`config.mk`:
```
export PLATFORM = sky130hd
export DESIGN_NAME = tick_event_timer
export DESIGN_NICKNAME = d
export VERILOG_FILES = /design/src/rtl/tick_event_timer.sv
export SDC_FILE = /design/constraint.sdc
export NUM_CORES = 1
export LEC_CHECK = 0
export CORE_UTILIZATION = 25
export DETAILED_ROUTE_END_ITERATION = 16
export HOLD_SLACK_MARGIN = 0.08
export PLACE_DENSITY = 0.47
export REMOVE_ABC_BUFFERS = 1
export SETUP_SLACK_MARGIN = 0.2
export SYNTH_ARGS = -nofsm -noshare
export SYNTH_HDL_FRONTEND = slang
export SYNTH_SLANG_ARGS = --single-unit
```
`constraint.sdc`:
```
create_clock -name clock -period 5.2 [get_ports clock]
set_clock_uncertainty 0.2 [all_clocks]
set_input_delay 0.78 -clock clock [delete_from_list [all_inputs] [get_ports clock]]
set_output_delay 0.78 -clock clock [all_outputs]
set_load 0.01 [all_outputs]
```
`src/rtl/tick_event_timer.sv`:
```
`default_nettype none
// ============================================================================
// Module   : tick_event_timer
// Brief    : Counts prescaled ticks down from a programmable load value and
//            flags expiry; supports one-shot and periodic auto-reload.
// Revision : 1.0 - initial release
// ============================================================================
module tick_event_timer #(
    parameter int WIDTH     = 8,
    parameter int TICK_EDGE = 1
) (
    input  logic             clock,
    input  logic             reset,
    input  logic             tick_in,
    input  logic             start,
    input  logic             stop,
    input  logic             mode_periodic,
    input  logic [WIDTH-1:0] load_value,
    input  logic             flag_clear,
    output logic [WIDTH-1:0] count_out,
    output logic             expire_pulse,
    output logic             expired_flag,
    output logic             overrun_flag,
    output logic             start_err,
    output logic             busy,
    output logic [1:0]       state_out
);

    typedef enum logic [1:0] {
        ST_IDLE = 2'b00,
        ST_RUN  = 2'b01,
        ST_DONE = 2'b10
    } state_t;

    localparam logic [WIDTH-1:0] c_one = WIDTH'(1);

    state_t           state_q,        state_d;
    logic [WIDTH-1:0] count_q,        count_d;
    logic [WIDTH-1:0] reload_q,       reload_d;
    logic             periodic_q,     periodic_d;
    logic             tick_prev_q,    tick_prev_d;
    logic             expire_pulse_q, expire_pulse_d;
    logic             expired_flag_q, expired_flag_d;
    logic             overrun_flag_q, overrun_flag_d;
    logic             start_err_q,    start_err_d;
    logic             tick_rise;
    logic             expire;

    // Level mode forces the history term high so every high cycle counts.
    assign tick_rise   = tick_in & (~tick_prev_q | (TICK_EDGE == 0));
    assign tick_prev_d = tick_in;

    always_comb begin
        state_d    = state_q;
        count_d    = count_q;
        reload_d   = reload_q;
        periodic_d = periodic_q;
        start_err_d = 1'b0;
        expire      = 1'b0;

        if (stop) begin
            if (state_q != ST_IDLE) begin
                state_d = ST_IDLE;
                count_d = '0;
            end
        end else if (start) begin
            // A rejected start still consumes the cycle, so a coincident tick is dropped.
            if (load_value != '0) begin
                state_d    = ST_RUN;
                count_d    = load_value;
                reload_d   = load_value;
                periodic_d = mode_periodic;
            end else begin
                start_err_d = 1'b1;
            end
        end else if ((state_q == ST_RUN) && tick_rise) begin
            if (count_q > c_one) begin
                count_d = count_q - c_one;
            end else if (count_q == c_one) begin
                expire = 1'b1;
                if (periodic_q) begin
                    count_d = reload_q;
                end else begin
                    count_d = '0;
                    state_d = ST_DONE;
                end
            end
        end

        // Expiry wins over a simultaneous clear; overrun looks at the pre-clear flag.
        expire_pulse_d = expire;
        expired_flag_d = expire | (expired_flag_q & ~flag_clear);
        overrun_flag_d = (expire & expired_flag_q) | (overrun_flag_q & ~flag_clear);
    end

    always_ff @(posedge clock or posedge reset) begin
        if (reset) begin
            state_q        <= ST_IDLE;
            count_q        <= '0;
            reload_q       <= '0;
            periodic_q     <= 1'b0;
            tick_prev_q    <= 1'b0;
            expire_pulse_q <= 1'b0;
            expired_flag_q <= 1'b0;
            overrun_flag_q <= 1'b0;
            start_err_q    <= 1'b0;
        end else begin
            state_q        <= state_d;
            count_q        <= count_d;
            reload_q       <= reload_d;
            periodic_q     <= periodic_d;
            tick_prev_q    <= tick_prev_d;
            expire_pulse_q <= expire_pulse_d;
            expired_flag_q <= expired_flag_d;
            overrun_flag_q <= overrun_flag_d;
            start_err_q    <= start_err_d;
        end
    end

    assign count_out    = count_q;
    assign expire_pulse = expire_pulse_q;
    assign expired_flag = expired_flag_q;
    assign overrun_flag = overrun_flag_q;
    assign start_err    = start_err_q;
    assign busy         = (state_q == ST_RUN);
    assign state_out    = state_q;

endmodule
`default_nettype wire
```
# Word level (Yosys, flattened, before mapping)
# Cells that the tools add are included.
dict set report op_classes {
  add_sub_neg 1
  order_cmp 1
  n_eq_ne 6
  mux 24
  n_bitwise 9
  reduce_logical 9
}
# cell n
set op_table {}
lappend op_table {{$mux 8} 8}
lappend op_table {{$mux 2} 8}
lappend op_table {{$eq 8x1->1 const B} 1}
lappend op_table {{$gt 8x1->1 const B} 1}
lappend op_table {{$mux 1} 8}
lappend op_table {{$reduce_bool 8->1} 1}
lappend op_table {{$sub 8x1->8 const B} 1}
lappend op_table {{$ne 3x3->1 const B} 2}
lappend op_table {{$reduce_and 6->1} 1}
lappend op_table {{$reduce_bool 3->1} 2}
lappend op_table {{$and 1x1->1} 4}
lappend op_table {{$reduce_and 4->1} 1}
lappend op_table {{$reduce_bool 4->1} 1}
lappend op_table {{$ne 3x1->1 const B} 1}
lappend op_table {{$not 1->1} 3}
lappend op_table {{$reduce_and 3->1} 1}
lappend op_table {{$eq 2x1->1 const B} 1}
lappend op_table {{$ne 2x1->1 const B} 1}
lappend op_table {{$or 1x1->1} 2}
lappend op_table {{$reduce_bool 2->1} 1}
lappend op_table {{$logic_and 1x1->1} 1}
dict set report totals {
  ff_bits 24
  in_bits 15
  output_inout_bits 15
  wordCells 59
}

# Depth between registers and ports, before layout
dict set report depth {
  depth_word 8
  depth_mapped 8
  depth_no_buf 7
}

# Least setup slack after synthesis
# No wires, ideal clock.
dict set report synth_path {
  path_kind {input to register}
  from {input load_value[3]}
  to {register count_q[4], in the netlist count_out[4]}
  setup_time_ps 121
  t_arrival_ps 2085
  required_ps 4879
  setup_slack_ps 2794
  stages 6
  path_buffers 1
  path_cell_list {or4_1 -> nor3_2 -> or3_1 -> buf_6 -> a31oi_1 -> o22a_1}
}
dict set report synth_via {
  elab_chain_len 3
}
# item line_no
set synth_lines {}
lappend synth_lines {{from (decl)} 18} ;# input logic [WIDTH-1:0] load_value,
lappend synth_lines {{$reduce_bool 8->1} 68} ;# if (load_value != '0) begin
lappend synth_lines {{$ne 3x1->1 (no source line)} -}
lappend synth_lines {{$reduce_and 4->1 (no source line)} -}
lappend synth_lines {{to (signal assigned)} 109} ;# count_q <= count_d;
lappend synth_lines {{to (decl)} 38} ;# logic [WIDTH-1:0] count_q, count_d;
# Every way passes these cells.
# A chain may end at the register's enable or synchronous reset.

# Worst setup path in the final report
dict set report layout_path {
  from {input start}
  to {register count_q[2], in the netlist count_out[2]}
}
dict set report layout_via {
  elab_chain_len 2
  word_cells_on_any_way 6
  classes_between {eq/ne (1); mux (2); reduce/logical (3)}
}
# item line_no
set layout_lines {}
lappend layout_lines {{from (decl)} 15} ;# input logic start,
lappend layout_lines {{$ne 3x1->1 (no source line) (tied with other cells)} -}
lappend layout_lines {{$reduce_and 4->1 (no source line) or $mux 8 (tied branches)} -}
# Several ways; a longest one is shown, not always the timed one.

==> impl_metrics.toml <==
[flow_run]
drv_cap = 0

[global_route]
grt_max_degree = 25
track_usage = 0.140
grt_pass1_vias = 1220
overflow = 0
grt_pass1_wl_mm = 6.43
antenna_found_initial = 0

[power]
p_comb_frac = 0.467
p_sw_uw = 327
seqPwrFrac = 0.366
p_per_area_nw_per_um2 = 449
switching_share = 0.412
leakagePower_uw = 0.000725
p_int_uw = 467
ir_drop_v = 0.000115
clkPwrFrac = 0.167

[placement]
numPortBuffers = 29
hpwl_mm = 2.95
dp_slack_ns = 2.08
place_congestion = 0.831
placed_cell_area_um2 = 1710

[logic_synthesis]
synth-seq-area-share = 0.434
ys_seq_elements = 24
yosysTopAreaCell = "dfrtp_1"
synth_warnings = 0
yosysUniqueCellTypes = 44
netlist.area_leader.share = 0.434
async_flop_share = 1.00
synth.area.top_cells = "dfrtp_1 43%, nand2_1 4.6%, a21oi_1 3.6%"
syn_avg_cell_area_um2 = 9.41
synthFlopType = "dfrtp_1"
syn_inst = 147
synth_area_um2 = 1380
synth-edff-count = 0

[timing]
period_needed_ns = 2.86
fmaxAchievable_ghz = 0.350
fin_ws_ns = 2.34
rsz0062_at_grt = "no"
setup_viol = 0
hold_viol_final = 0
worst_slew_pin_slew_ns = 0.973
min_period_over_period = 0.550
slew_violations = 0
relSlewSlack = 0.351
hold_ws_ns = 0.290
tns_ns = 0

[drt]
drc_errors = 0
via_count = 1270
drtAntennaViolNets = 0
routedWlPerCell_um = 16.0
drt_first_pass_iters = 5
drt-total-wl_mm = 3.88
drt_iter0_markers = 59
viasPerCell = 5.23

[clock_tree]
cts.repair.resized = 0
cts_tree = "yes"
clkLatencyLatePin_ns = 0.27
cts.clk_slew.worst_paths_ns = 0.09
cts_buffers = 3
htree_levels = 1
cts_setup_buffers = 0
cts_buffer_depth = 2
cts_sinks = 24
cts_hold_buf = 0
cts-root-buf = "clkbuf_8"

[worst_setup_path]
crit_required_ns = 5.17
worst_setup_path_end_kind = "flip-flop"
crit_type = "input pin to flip-flop"
startpoint_type = "input pin"
arrival_ns = 2.83
cp-startpoint = "start"
worst-path-max-fanout = 8
worstReg2RegStart = "count_out[0]"

[floorplan]
die_area_um2 = 5830
dieWidth_um = 76.4
coreArea_um2 = 5200
die_y_um = 76.4
initial_utilization = 0.266
std_cell_rows = 26
ios = 30

[finish]
fin_util = 0.339
fin_area_um2 = 1770
nNetsFinal = 191
drive_gt1_frac = 0.0751
areaGrowthSynthToFinish_pct = 27.8
antennaDiodeCount = 0

[min_path]
hold_path.class = "flip-flop to flip-flop"
hold_path_startpoint = "reload_q[1]"

[status]
outcome = "finished, final reports clean"
[cells by family (layout without fill, tap and decap cells)]
kind of cell | count (synthesis) | count (layout) | synth area share
adders and majority gates | 2 | 2 | 0.0181
buffers and inverters | 13 | 39 | 0.0516
DFF | 24 | 24 | 0.434
AOI/OAI and AO/OA | 46 | 46 | 0.228
xor gates and xnor gates | 1 | 1 | 0.00634
muxes | 2 | 2 | 0.0163
and+or+nand+nor | 59 | 59 | 0.245
[metal layers]
metal,up-vias,global-route usage,routed length [um]
li1,610,-,-
met1,612,0.196,1850
met2,43,0.220,1780
met3,5,0.0228,207
met4,0,0.0462,53
met5,-,0,0
[cell type report]
class | count | area [um^2]
clock buffers | 4 | 55.1
fillers | 556 | 3440
inverters | 6 | 22.5
multi-input cells | 110 | 711
flip-flops and latches | 24 | 601
well taps | 70 | 87.6
repair buffers | 29 | 290
[flip-flops by register name, indices dropped and copies added, names as in the netlist]
name          flops
reload_q          8
overrun_flag      1
tick_prev_q       1
expired_flag      1
periodic_q        1
start_err         1
state_out         2
count_out         8
expire_pulse      1
[synth_stat cells (all sizes together) (2+ instances only)]
master,count
dfrtp,24
nand2,17
o21ai,11
a21oi,10
nor2,8
inv,6
a22o,5
nor3,5
nor4,5
clkbuf,4
nand4,4
or4,4
buf,3
nand3,3
o211ai,3
o2bb2ai,3
o31ai,3
a31oi,2
and3,2
ha,2
mux2,2
nor2b,2
or2,2
or3,2
[power groups by stage]
stage               Sequential (uW)  Combinational, uW  Clock, uW
floorplan                       288                226          0
global placement                292                370          0
detailed placement              292                368          0
CTS                             289                368        136
global route                    299                402        145
finish                          290                371        132
[final timing paths]
| kind | end | slack, ns | cells after the start |
|---|---|---|---|
| min in group asynchronous | periodic_q | 0.83 | 2 |
| worst min-delay path | reload_q[1] | 0.29 | 2 |
| worst max register to register | count_out[4] | 2.71 | 7 |
| worst min register to register | reload_q[1] | 0.29 | 2 |
| worst max-delay path | count_out[2] | 2.34 | 6 |
| max in group asynchronous | state_out[1] | 3.38 | 2 |
[placed cells by master (no fill, tap or decap), types with 2 or more instances in the layout]
cell	n
a21oi_1	10
a22o_1	5
a31oi_1	2
and3_1	2
clkbuf_8	4
clkdlybuf4s50_1	29
dfrtp_1	24
ha_1	2
inv_1	6
nand2_1	17
nand3_1	3
nand4_1	4
nor2_1	8
nor2b_1	2
nor3_1	4
nor4_1	4
o211ai_1	3
o21ai_0	10
o2bb2ai_1	3
o31ai_1	3
or2_2	2
or3_1	2
or4_1	3
[stage by stage]
| step | std cells | total power [uW] |
|---|---|---|
| after floorplan | 140 | 514 |
| after global placement | 239 | 662 |
| after detailed placement | 239 | 660 |
| after CTS | 243 | 794 |
| after global routing | 243 | 845 |
| final | 243 | 793 |
[worst max-delay path: stages]
cell and delay, ns:
clkdlybuf4s50_1 0.61, nand2b_1 0.22, and3_1 0.26, nor3_1 0.54, o31ai_1 0.16, a22o_1 0.26
Power figures use the tool's default switching activity.
